$ cat config.mk
export PLATFORM = sky130hd
export DESIGN_NAME = dcache_wt
export DESIGN_NICKNAME = d
export VERILOG_FILES = /design/src/rtl/dcache_wt.sv
export SDC_FILE = /design/constraint.sdc
export NUM_CORES = 1
export LEC_CHECK = 0
export ABC_CLOCK_PERIOD_IN_PS = 7700
export CAP_MARGIN = 20
export CORE_MARGIN = 2
export CORE_UTILIZATION = 36
export DETAILED_ROUTE_END_ITERATION = 12
export PLACE_DENSITY = 0.62
export SLEW_MARGIN = 0
export SYNTH_ARGS = -nofsm -noshare
export SYNTH_HDL_FRONTEND = slang
export SYNTH_SLANG_ARGS = --single-unit
$ cat constraint.sdc
create_clock -name clk -period 7.7 [get_ports clk]
set_clock_uncertainty 0.05 [all_clocks]
set_input_delay 2.31 -clock clk [delete_from_list [all_inputs] [get_ports clk]]
set_output_delay 2.31 -clock clk [all_outputs]
set_load 0.005 [all_outputs]
$ cat src/rtl/dcache_wt.sv
// Direct-mapped, write-through, no-write-allocate data cache, one word per line.
// Read hits complete without a memory transaction; read misses and all stores go to memory.

module dcache_wt_line #(
  parameter int TAG_W = 26
) (
  input  logic             clk,
  input  logic             reset,
  input  logic             fill,
  input  logic             upd,
  input  logic [TAG_W-1:0] tag_in,
  input  logic [31:0]      data_in,
  output logic             valid,
  output logic [TAG_W-1:0] tag,
  output logic [31:0]      data
);
  always_ff @(posedge clk or negedge reset) begin
    if (!reset)    valid <= 1'b0;
    else if (fill) valid <= 1'b1;
  end

  // Tag and data arrays are deliberately left out of reset.
  always_ff @(posedge clk) begin
    if (fill)        tag  <= tag_in;
    if (fill || upd) data <= data_in;
  end
endmodule

module dcache_wt #(
  parameter int NUM_LINES = 16
) (
  input  logic        clk,
  input  logic        reset,
  input  logic        cpu_req,
  input  logic        cpu_mem_read,
  input  logic        cpu_mem_write,
  input  logic [31:0] cpu_addr,
  input  logic [31:0] cpu_din,
  output logic        cpu_ready,
  output logic        cpu_resp_valid,
  output logic [31:0] cpu_dout,
  output logic        mem_req,
  output logic        mem_we,
  output logic [31:0] mem_addr,
  output logic [31:0] mem_wdata,
  input  logic [31:0] mem_rdata,
  input  logic        mem_ack,
  output logic [31:0] hit_count,
  output logic [31:0] miss_count
);
  localparam int IDX_W = $clog2(NUM_LINES);
  localparam int TAG_W = 30 - IDX_W;

  typedef enum logic [1:0] {IDLE, LOOKUP, MEM_RD, MEM_WR} state_t;

  typedef struct packed {
    logic        wr;
    logic [29:0] waddr;
    logic [31:0] wdata;
  } req_t;

  state_t state, nxt;
  req_t   req;

  logic [NUM_LINES-1:0]            line_valid;
  logic [NUM_LINES-1:0][TAG_W-1:0] line_tag;
  logic [NUM_LINES-1:0][31:0]      line_data;

  logic [IDX_W-1:0] req_idx;
  logic [TAG_W-1:0] req_tag;
  logic             accept, hit, fill_en, upd_en;
  logic [31:0]      line_wdata;
  logic             unused_addr_lsb;

  assign unused_addr_lsb = ^cpu_addr[1:0];

  assign cpu_ready  = (state == IDLE);
  assign accept     = cpu_req && cpu_ready && (cpu_mem_read || cpu_mem_write);
  assign req_idx    = req.waddr[IDX_W-1:0];
  assign req_tag    = req.waddr[29:IDX_W];
  assign hit        = line_valid[req_idx] && (line_tag[req_idx] == req_tag);
  assign fill_en    = (state == MEM_RD) && mem_ack;
  assign upd_en     = (state == LOOKUP) && req.wr && hit;
  assign line_wdata = fill_en ? mem_rdata : req.wdata;

  for (genvar g = 0; g < NUM_LINES; g++) begin : g_line
    dcache_wt_line #(.TAG_W(TAG_W)) u_line (
      .clk     (clk),
      .reset   (reset),
      .fill    (fill_en && (req_idx == IDX_W'(g))),
      .upd     (upd_en && (req_idx == IDX_W'(g))),
      .tag_in  (req_tag),
      .data_in (line_wdata),
      .valid   (line_valid[g]),
      .tag     (line_tag[g]),
      .data    (line_data[g])
    );
  end

  always_ff @(posedge clk or negedge reset) begin
    if (!reset)      req <= '0;
    else if (accept) req <= '{wr: cpu_mem_write, waddr: cpu_addr[31:2], wdata: cpu_din};
  end

  always_ff @(posedge clk or negedge reset) begin
    if (!reset) state <= IDLE;
    else        state <= nxt;
  end

  always_comb begin
    nxt = state;
    case (state)
      IDLE:    if (accept) nxt = LOOKUP;
      LOOKUP:  nxt = req.wr ? MEM_WR : (hit ? IDLE : MEM_RD);
      MEM_RD:  if (mem_ack) nxt = IDLE;
      MEM_WR:  if (mem_ack) nxt = IDLE;
      default: nxt = IDLE;
    endcase
  end

  // Registered CPU/memory outputs; mem_addr/we/wdata are loaded once at end of LOOKUP
  // and stay put for the whole transaction.
  always_ff @(posedge clk or negedge reset) begin
    if (!reset) begin
      cpu_resp_valid <= 1'b0;
      cpu_dout       <= '0;
      mem_req        <= 1'b0;
      mem_we         <= 1'b0;
      mem_addr       <= '0;
      mem_wdata      <= '0;
      hit_count      <= '0;
      miss_count     <= '0;
    end else begin
      cpu_resp_valid <= 1'b0;
      case (state)
        LOOKUP: begin
          if (!req.wr && hit) begin
            cpu_resp_valid <= 1'b1;
            cpu_dout       <= line_data[req_idx];
            if (hit_count != '1) hit_count <= hit_count + 32'd1;
          end else begin
            mem_req   <= 1'b1;
            mem_we    <= req.wr;
            mem_addr  <= {req.waddr, 2'b00};
            mem_wdata <= req.wdata;
            if (!req.wr && miss_count != '1) miss_count <= miss_count + 32'd1;
          end
        end
        MEM_RD: if (mem_ack) begin
          mem_req        <= 1'b0;
          cpu_resp_valid <= 1'b1;
          cpu_dout       <= mem_rdata;
        end
        MEM_WR: if (mem_ack) begin
          mem_req        <= 1'b0;
          cpu_resp_valid <= 1'b1;
        end
        default: ;
      endcase
    end
  end
endmodule

==> results by stage, run 1 <==
STA:
- Headroom to the max-slew limit came out at 25.89%.
- The worst path uses 79.32% of the clock period.
- The setup TNS is 0 ns.
- The final-report hold violation count was 0.
- The clock period could shrink to 6.108 ns.
- The final setup violation count is 0.
- The actual slew at the worst max-slew pin is 1.112 ns.
- The timing-limited maximum frequency is 0.1637 GHz.
- Setup repair after global routing left no endpoint under its margin.
- The number of pins with negative max-slew slack in the final report is 0.

Clock tree:
- No sink is reached through more buffers than the 3 on the longest clock path.
- TritonCTS built the clock tree.
- The clock transition at the register clock pins on the worst setup and hold paths after CTS is 0.06 ns.
- The H-tree was split into 3 levels.
- Clock latency on the worst-skew pair, taken at its later pin, is 0.75 ns.
- Buffers inserted during clock tree synthesis total 121.
- The number of cells upsized or downsized after cts is 0.
- The count of hold-fix buffers inserted at cts is 0.
- The sink count of the clock tree is 1,170.
- The setup fix buffers added after clock tree synthesis is 0.
- The library cell used as clock root buffer is sky130_fd_sc_hd__clkbuf_16.

Global route:
- The overall global routing resource usage is 17.51%.
- The maximum number of pins on one net before global-route repair is 114.
- The first global-routing pass estimated 170,100 um of wire.
- The number of antenna violations at the first check in global routing is 6.
- After global routing the overflow that remains totals 0.
- The number of global-route vias before repair is 25,490.

Critical path:
- Following the worst setup path forward leads to its endpoint at mem_wdata[31]$_DFFE_PN0P_.
- The critical path data required time is 8.27 ns.
- The worst setup path is launched from a flop.
- The endpoint of the lowest-slack register-to-register path is mem_wdata[31]$_DFFE_PN0P_.
- The number of cells on the worst reg-to-reg path is 11.
- The critical path capture point type is a flop.
- The critical path starts at req[32]$_DFFE_PN0P_.
- In this run the register-to-register setup slack is 1.59 ns.
- The source of the worst register-to-register timing path is req[32]$_DFFE_PN0P_.
- Data arrives at the worst endpoint at 6.68 ns.
- The critical path start-end classification is reg -> reg.
- The maximum net fanout on the critical path is 39.

Power:
- The areal power density over the cells is 385.5 nW/um^2.
- For this design the static power due to leakage is 19.15 nW.
- Across the VDD grid, the largest voltage drop is 0.2479 mV.
- Summing internal, switching and leakage power gives 0.02149 W.

Logic synthesis:
- The top cell type by total area after synthesis is sky130_fd_sc_hd__edfxtp_1.
- The count of flip-flops with a built-in enable after synthesis is 928.
- The synthesized area divided by synthesized cell count is 19.23 um^2.
- The share of flip-flops with an asynchronous set or reset is 20.68%.
- During synthesis, Yosys emitted a total of 0 warnings.
- The mapped netlist covers 46,670 um^2.
- Yosys mapped the design onto 79 distinct sky130hd cell types.
- The share of the synthesized area in the top cell type is 59.72%.
- Ranked by total cell area, the synthesized netlist is headed by sky130_fd_sc_hd__edfxtp_1 (60%), sky130_fd_sc_hd__dfrtp_1 (13%), sky130_fd_sc_hd__mux4_2 (11%).
- Among all flip-flop cells after synthesis, the most frequent one is sky130_fd_sc_hd__edfxtp_1.
- The fraction of the yosys area taken by sequential cells is 72.69%.
- Counting every instance in the synthesized netlist gives 2,427.
- The number of synthesized register bits is 1,170.

Layout:
- Relative to the synthesized area, the layout overhead comes to 19.47%.
- At the end of the flow the core is filled with cells to 43.17%.
- The final layout net count is 2,869.
- The library cell used most frequently in the layout, excluding fill and tap cells, is sky130_fd_sc_hd__edfxtp_1.
- In the layout the commonest cells are sky130_fd_sc_hd__edfxtp_1 (928), sky130_fd_sc_hd__clkdlybuf4s50_1 (260), sky130_fd_sc_hd__dfrtp_1 (238).
- The share of post-route cells with drive strength above 1 is 24.76%.
- The final-layout fill cell count is 11,200.

Place:
- Port buffering added 261 buffers.
- The HPWL after detailed placement is 66,900 um.
- Routability-driven placement finished with a final weighted congestion of 0.8160.

Die:
- 266 I/O pins were placed.
- Once the floorplan was initialized, standard cells occupied 36.13% of the core.
- The area of the die is 132,500 um^2.
- In this run the standard cell core region covers 129,200 um^2.
- The die is 364.0 um tall.
- The die span in x is 364.0 um.
- The floorplan has 132 rows.

Route:
- The remaining antenna violation count is 0.
- The sum of routed wire length over all layers is 116,400 um.
- In the routed layout, each cell is associated on average with a via count of 5.272.
- The remaining routing DRC violations is 0.
- After detailed routing, the average wire length per cell comes to 25.23 um.
- After the first detailed-routing iteration, the DRC count stood at 2,266.
- The detailed-route via count is 24,330.
- The pre-antenna-repair detailed-routing pass consisted of 5 iterations.

Min path:
- The min-delay analysis places its worst path in the category reg -> reg.

Status:
- The flow ran to the end, and the final reports show no timing, DRC or antenna violations.

Job:
- The max-cap violation count is 0.
metal layers:
| metal | track usage, % | wire length, um | share of wire [%] |
|---|---|---|---|
| met4 | 4.959 | 3019 | 2.6 |
| met2 | 28.90 | 56690 | 49 |
| met5 | 0 | 13 | 0.011 |
| met1 | 23.53 | 48580 | 42 |
| met3 | 3.530 | 8143 | 7.0 |
kinds of logic after synthesis:
kind of cell             after synthesis  share of synthesized area, %
XOR/XNOR                              83                         1.558
flip-flops                          1170                         72.69
adder cells (fa/ha/maj)                2                       0.05362
AO/OA/AOI/OAI                        131                         2.051
AND/OR/NAND/NOR                      385                         4.033
other                                  1                      0.008036
buffers and inverters                139                         1.552
multiplexers                         516                         18.05
state kept, by name, indices dropped and copies added (netlist names):
name	cells
mem_req	1
cpu_dout	32
miss_count	32
mem_wdata	32
state	2
hit_count	32
g_line.u_line.tag	416
mem_addr	30
g_line.u_line.data	512
cpu_resp_valid	1
mem_we	1
req	63
g_line.u_line.valid	16
final cells by class:
cell class	count	area, um^2	area share [%]
multi-input combinational	1119	12190	21.87
clock buffer	148	3251	5.831
antenna	2	5.005	0.008977
inverter	19	71.32	0.1279
clock inverter	81	858.3	1.540
tap	1742	2180	3.910
timing repair buffer	334	3253	5.835
sequential	1170	33940	60.87
worst min-delay path by stage:
stage,startpoint,end,depth (start not counted)
2_1_floorplan,g_line[10].u_line.valid$_DFFE_PN0P_,g_line[10].u_line.valid$_DFFE_PN0P_,1
3_3_place_gp,g_line[11].u_line.valid$_DFFE_PN0P_,g_line[11].u_line.valid$_DFFE_PN0P_,1
3_5_place_dp,g_line[10].u_line.valid$_DFFE_PN0P_,g_line[10].u_line.valid$_DFFE_PN0P_,1
4_1_cts,g_line[10].u_line.valid$_DFFE_PN0P_,g_line[10].u_line.valid$_DFFE_PN0P_,1
5_1_grt,g_line[15].u_line.valid$_DFFE_PN0P_,g_line[15].u_line.valid$_DFFE_PN0P_,1
6_report,g_line[10].u_line.valid$_DFFE_PN0P_,g_line[10].u_line.valid$_DFFE_PN0P_,1
worst max-delay path, cell delays in order, from the launching register on:
cell	delay (ns)
sky130_fd_sc_hd__dfrtp_4	0.94
sky130_fd_sc_hd__buf_4	0.76
sky130_fd_sc_hd__mux4_2	0.61
sky130_fd_sc_hd__a22oi_1	0.16
sky130_fd_sc_hd__a21oi_1	0.12
sky130_fd_sc_hd__nor4_1	0.62
sky130_fd_sc_hd__nand4b_1	0.37
sky130_fd_sc_hd__nor4_4	0.70
sky130_fd_sc_hd__nand2b_2	0.14
sky130_fd_sc_hd__nand2_4	0.61
sky130_fd_sc_hd__buf_4	0.43
sky130_fd_sc_hd__mux2_2	0.37
where the power goes:
part	total, W	internal [W]	switching, W	leakage, nW
registers	0.00925	0.00835	0.000905	11.4
logic	0.00628	0.00303	0.00325	5.75
clock network	0.00596	0.00345	0.00251	2.00
total	0.0215	0.0148	0.00666	19.2
synth_stat cells (16+ instances only):
library cell,instances
sky130_fd_sc_hd__a22oi_1,18
sky130_fd_sc_hd__and3_1,23
sky130_fd_sc_hd__buf_1,25
sky130_fd_sc_hd__buf_2,21
sky130_fd_sc_hd__buf_6,16
sky130_fd_sc_hd__clkbuf_1,45
sky130_fd_sc_hd__dfrtp_1,242
sky130_fd_sc_hd__edfxtp_1,928
sky130_fd_sc_hd__inv_1,17
sky130_fd_sc_hd__mux2_1,58
sky130_fd_sc_hd__mux2_2,97
sky130_fd_sc_hd__mux2_4,30
sky130_fd_sc_hd__mux2i_1,98
sky130_fd_sc_hd__mux4_2,233
sky130_fd_sc_hd__nand2_1,175
sky130_fd_sc_hd__nand3_1,33
sky130_fd_sc_hd__nand4_1,17
sky130_fd_sc_hd__nor2_1,49
sky130_fd_sc_hd__o21ai_0,24
sky130_fd_sc_hd__or2_2,17
sky130_fd_sc_hd__xnor2_1,64
sky130_fd_sc_hd__xor2_1,19
per-stage QoR:
stage,area [um^2],hold WS [ns],cells,setup slack (ns)
finish,55750,0.4092,4615,1.592
global route,55750,0.4352,4614,1.296
CTS,55720,0.4111,4611,1.546
detailed placement,51620,0.3965,4382,1.545
global placement,51590,0.3946,4381,1.614
floorplan,46670,0.3837,2428,1.111
Power figures use the tool's default switching activity.
==> run 2, diff against run 1 <==
--- a/config.mk
+++ b/config.mk
@@ -5,7 +5,7 @@
 export SDC_FILE = /design/constraint.sdc
 export NUM_CORES = 1
 export LEC_CHECK = 0
-export ABC_CLOCK_PERIOD_IN_PS = 7700
+export ABC_CLOCK_PERIOD_IN_PS = 6200
 export CAP_MARGIN = 20
 export CORE_MARGIN = 2
 export CORE_UTILIZATION = 36
==> constraint.sdc (replaced) <==
create_clock -name clk -period 6.2 [get_ports clk]
set_clock_uncertainty 0.05 [all_clocks]
set_input_delay 1.86 -clock clk [delete_from_list [all_inputs] [get_ports clk]]
set_output_delay 1.86 -clock clk [all_outputs]
set_load 0.005 [all_outputs]
==> run 2 against run 1 <==
  * Non-clock buffer count grew 18
  * Clock power grew 30%
  * Power grew 26%
  * Sequential power grew 21%
  * Hold slack gained 0.0030 ns
  * First-iteration DRC count is essentially flat
  * Routed wire length grew 0.94%
  * Core utilization grew 0.49 points
==> results by stage, run 2 (synthesis results as in run 1) <==
Die:
- The row count is 132.
- The chip height is 364.0 um.
- The number of top-level pins is 266.
- The initial cell density of the core is 36.13%.
- Measured along the x axis, the die boundary spans 364.0 um.
- The floorplan step defined a die boundary enclosing 132,500 um^2.
- After floorplanning, the core was sized to cover 129,200 um^2.

Layout:
- The antenna diode count is 0.
- The final layout net count is 2,896.
- In the final layout, the registers with the most flip-flops are g_line.u_line.data: 512 flops, g_line.u_line.tag: 416 flops, req: 63 flops.
- Ranked by flip-flop count, first place goes to g_line.u_line.data.
- The library cells used most frequently in the layout, excluding fill and tap cells, are sky130_fd_sc_hd__edfxtp_1 (928), sky130_fd_sc_hd__clkdlybuf4s50_1 (260), sky130_fd_sc_hd__dfrtp_1 (238).
- After filler insertion, the fill cell instance count of the layout stands at 11,150.
- The flip-flop count of the largest register, all copies and words added is 512.
- The area added between synthesis and finish is 20.81%.
- Cells with a size suffix above 1 make up 25.04% of the layout.
- Leaving out fill and tap cells, the most frequent cell in the layout is sky130_fd_sc_hd__edfxtp_1.

Status:
- The flow ran to the end, and the final reports show no timing, DRC or antenna violations.

Global route:
- The overflow left after global routing is 0.
- The wire length of the first global-routing pass is 171,200 um.
- The overall global routing resource usage is 17.75%.
- The number of antenna violations at the first check in global routing is 3.
- The number of global-route vias before repair was 25,700.
- The maximum number of pins on one net before global-route repair is 113.

Clock tree:
- The H-tree depth is 4.
- The insertion delay to the later sink of the worst-skew pair is 0.76 ns.
- The largest buffer count on any clock path is 3.
- TritonCTS built the clock tree.
- The number of gates resized after CTS was 0.
- After clock tree synthesis, the clock-pin slew on the worst setup and hold paths is 0.06 ns.
- The number of setup buffers added after CTS is 0.
- The sink count of the clock tree is 1,170.
- In this run the clock root is driven by a sky130_fd_sc_hd__clkbuf_16.
- The number of buffers added by the clock tree synthesis step is 130.
- In this run, post-CTS hold repair placed 0 buffers.

Route:
- In this run the remaining antenna-violating nets after routing total 0.
- The sum of routed wire length over all layers is 117,500 um.
- The via count normalized by instance count is 5.278.
- The length of the first detailed-routing pass in iterations is 5.
- The DRC marker count from the first detailed-route iteration is 2,264.
- The highest layer touched by signal routing is met5.
- Wire segments on met2 add up to 58,840 um in the final route.
- The routed metal-1 wirelength is 48,180 um.
- The wire length per cell after detailed routing is 25.35 um.
- In the routed design, unresolved DRC markers number 0.
- The sum of met3 wire segment lengths after detailed routing is 7610 um.
- The detailed router placed 24,480 vias in this run.

STA:
- The number of pins with negative max-slew slack in the final report is 0.
- The final period utilization is 86.46%.
- At the pin with the least slew margin, the transition time is 1.073 ns.
- Headroom to the max-slew limit came out at 28.49%.
- The final-report hold violation count was 0.
- The timing-limited maximum frequency is 0.1865 GHz.
- Setup repair after global routing left no endpoint under its margin.
- The final setup violation count is 0.
- The worst path needs 5.361 ns of the cycle, external delays included.
- The tightest hold margin is 0.4122 ns.
- The final critical-path setup slack is 0.8393 ns.
- Adding up every negative setup slack in the final design gives 0 ns.

Place:
- The HPWL after detailed placement is 68,340 um.
- In this run the tool buffered the top-level ports with 261 buffer cells.
- The congestion estimate from routability-driven global placement came to 0.8031.
- The pre-CTS setup slack is 0.7523 ns.

Power:
- VDD sags by at most 0.3670 mV.
- The analysis attributes to cell leakage a power of 19.41 nW.
- Dividing total power by cell area gives a power density of 482.0 nW/um^2.
- The completed layout was analyzed and its total power is 0.02718 W.

Critical path:
- The critical path capture point type is a flop.
- The worst setup path is of the reg -> reg kind.
- The critical path data required time is 6.78 ns.
- Data arrives at the worst endpoint at 5.94 ns.
- The kind of start point of the critical path is a flop.
- The maximum net fanout on the critical path is 34.

Job:
- The max-cap violation count is 0.

Min path:
- The path class of the tightest hold or removal check is reg -> reg.
## run 2: cell types whose count changed in the layout (fill, tap and decap cells not counted), moves of 4 or more
cell,previous run,this run
sky130_fd_sc_hd__buf_12,5,27
sky130_fd_sc_hd__clkbuf_1,16,32
sky130_fd_sc_hd__clkbuf_16,122,133
sky130_fd_sc_hd__clkinv_2,25,17
sky130_fd_sc_hd__clkinv_1,17,10
sky130_fd_sc_hd__clkinv_8,0,5
sky130_fd_sc_hd__buf_4,65,61
## run 2: layout make-up
type                    count  area (um^2)  share of cell area (%)
inverters                  19        72.57                  0.1287
multi-input cells        1119        12200                   21.65
clock buffers             172         3545                   6.287
clock inverters            63        804.5                   1.427
flip-flops and latches   1170        33940                   60.20
repair buffers            352         3636                   6.449
well taps                1742         2180                   3.866
## run 2: worst max-delay path: stages (launching register included)
cell and delay, ns:
sky130_fd_sc_hd__dfrtp_4 0.87, sky130_fd_sc_hd__nor2b_1 0.86, sky130_fd_sc_hd__nand2_1 0.16, sky130_fd_sc_hd__a41oi_1 0.43, sky130_fd_sc_hd__nor3_1 0.10, sky130_fd_sc_hd__nor4_1 0.40, sky130_fd_sc_hd__nand4b_1 0.34, sky130_fd_sc_hd__nor4_4 0.54
sky130_fd_sc_hd__buf_4 0.32, sky130_fd_sc_hd__nand2b_2 0.10, sky130_fd_sc_hd__nand2_4 0.38, sky130_fd_sc_hd__buf_12 0.24, sky130_fd_sc_hd__mux2_1 0.35
## run 2: metal layers
layer	up-vias	track usage (%)
li1	10390	-
met1	13030	23.30
met2	850	29.70
met3	195	3.633
met4	2	5.469
met5	-	0
## run 2: final timing paths
kind                                                          from                            endpoint  depth (start not counted)  slack (ns)
worst max-delay path                           req[32]$_DFFE_PN0P_            mem_addr[23]$_DFFE_PN0P_                         12        0.84
worst min-delay path            g_line[2].u_line.valid$_DFFE_PN0P_  g_line[2].u_line.valid$_DFFE_PN0P_                          1        0.41
worst max register to register                 req[32]$_DFFE_PN0P_            mem_addr[23]$_DFFE_PN0P_                         12        0.84
worst min register to register  g_line[2].u_line.valid$_DFFE_PN0P_  g_line[2].u_line.valid$_DFFE_PN0P_                          1        0.41
max in group asynchronous                                    reset            mem_wdata[9]$_DFFE_PN0P_                          2        3.91
min in group asynchronous                                    reset             mem_addr[7]$_DFFE_PN0P_                          1        1.03
## run 2: where the power goes
part / internal, W / switching (W) / leakage, nW
Sequential: 0.0104 / 0.000857 / 11.4
Combinational: 0.00385 / 0.00433 / 5.91
Clock: 0.00458 / 0.00319 / 2.11
## run 2: per-stage QoR
step                      cell area, um^2  std cells  util [%]
after global placement              51990       4398     40.25
after global routing                56380       4637     43.65
after detailed placement            52000       4400     40.26
final                               56380       4637     43.65
after floorplan                     46680       2428         -
after CTS                           56350       4635     43.63
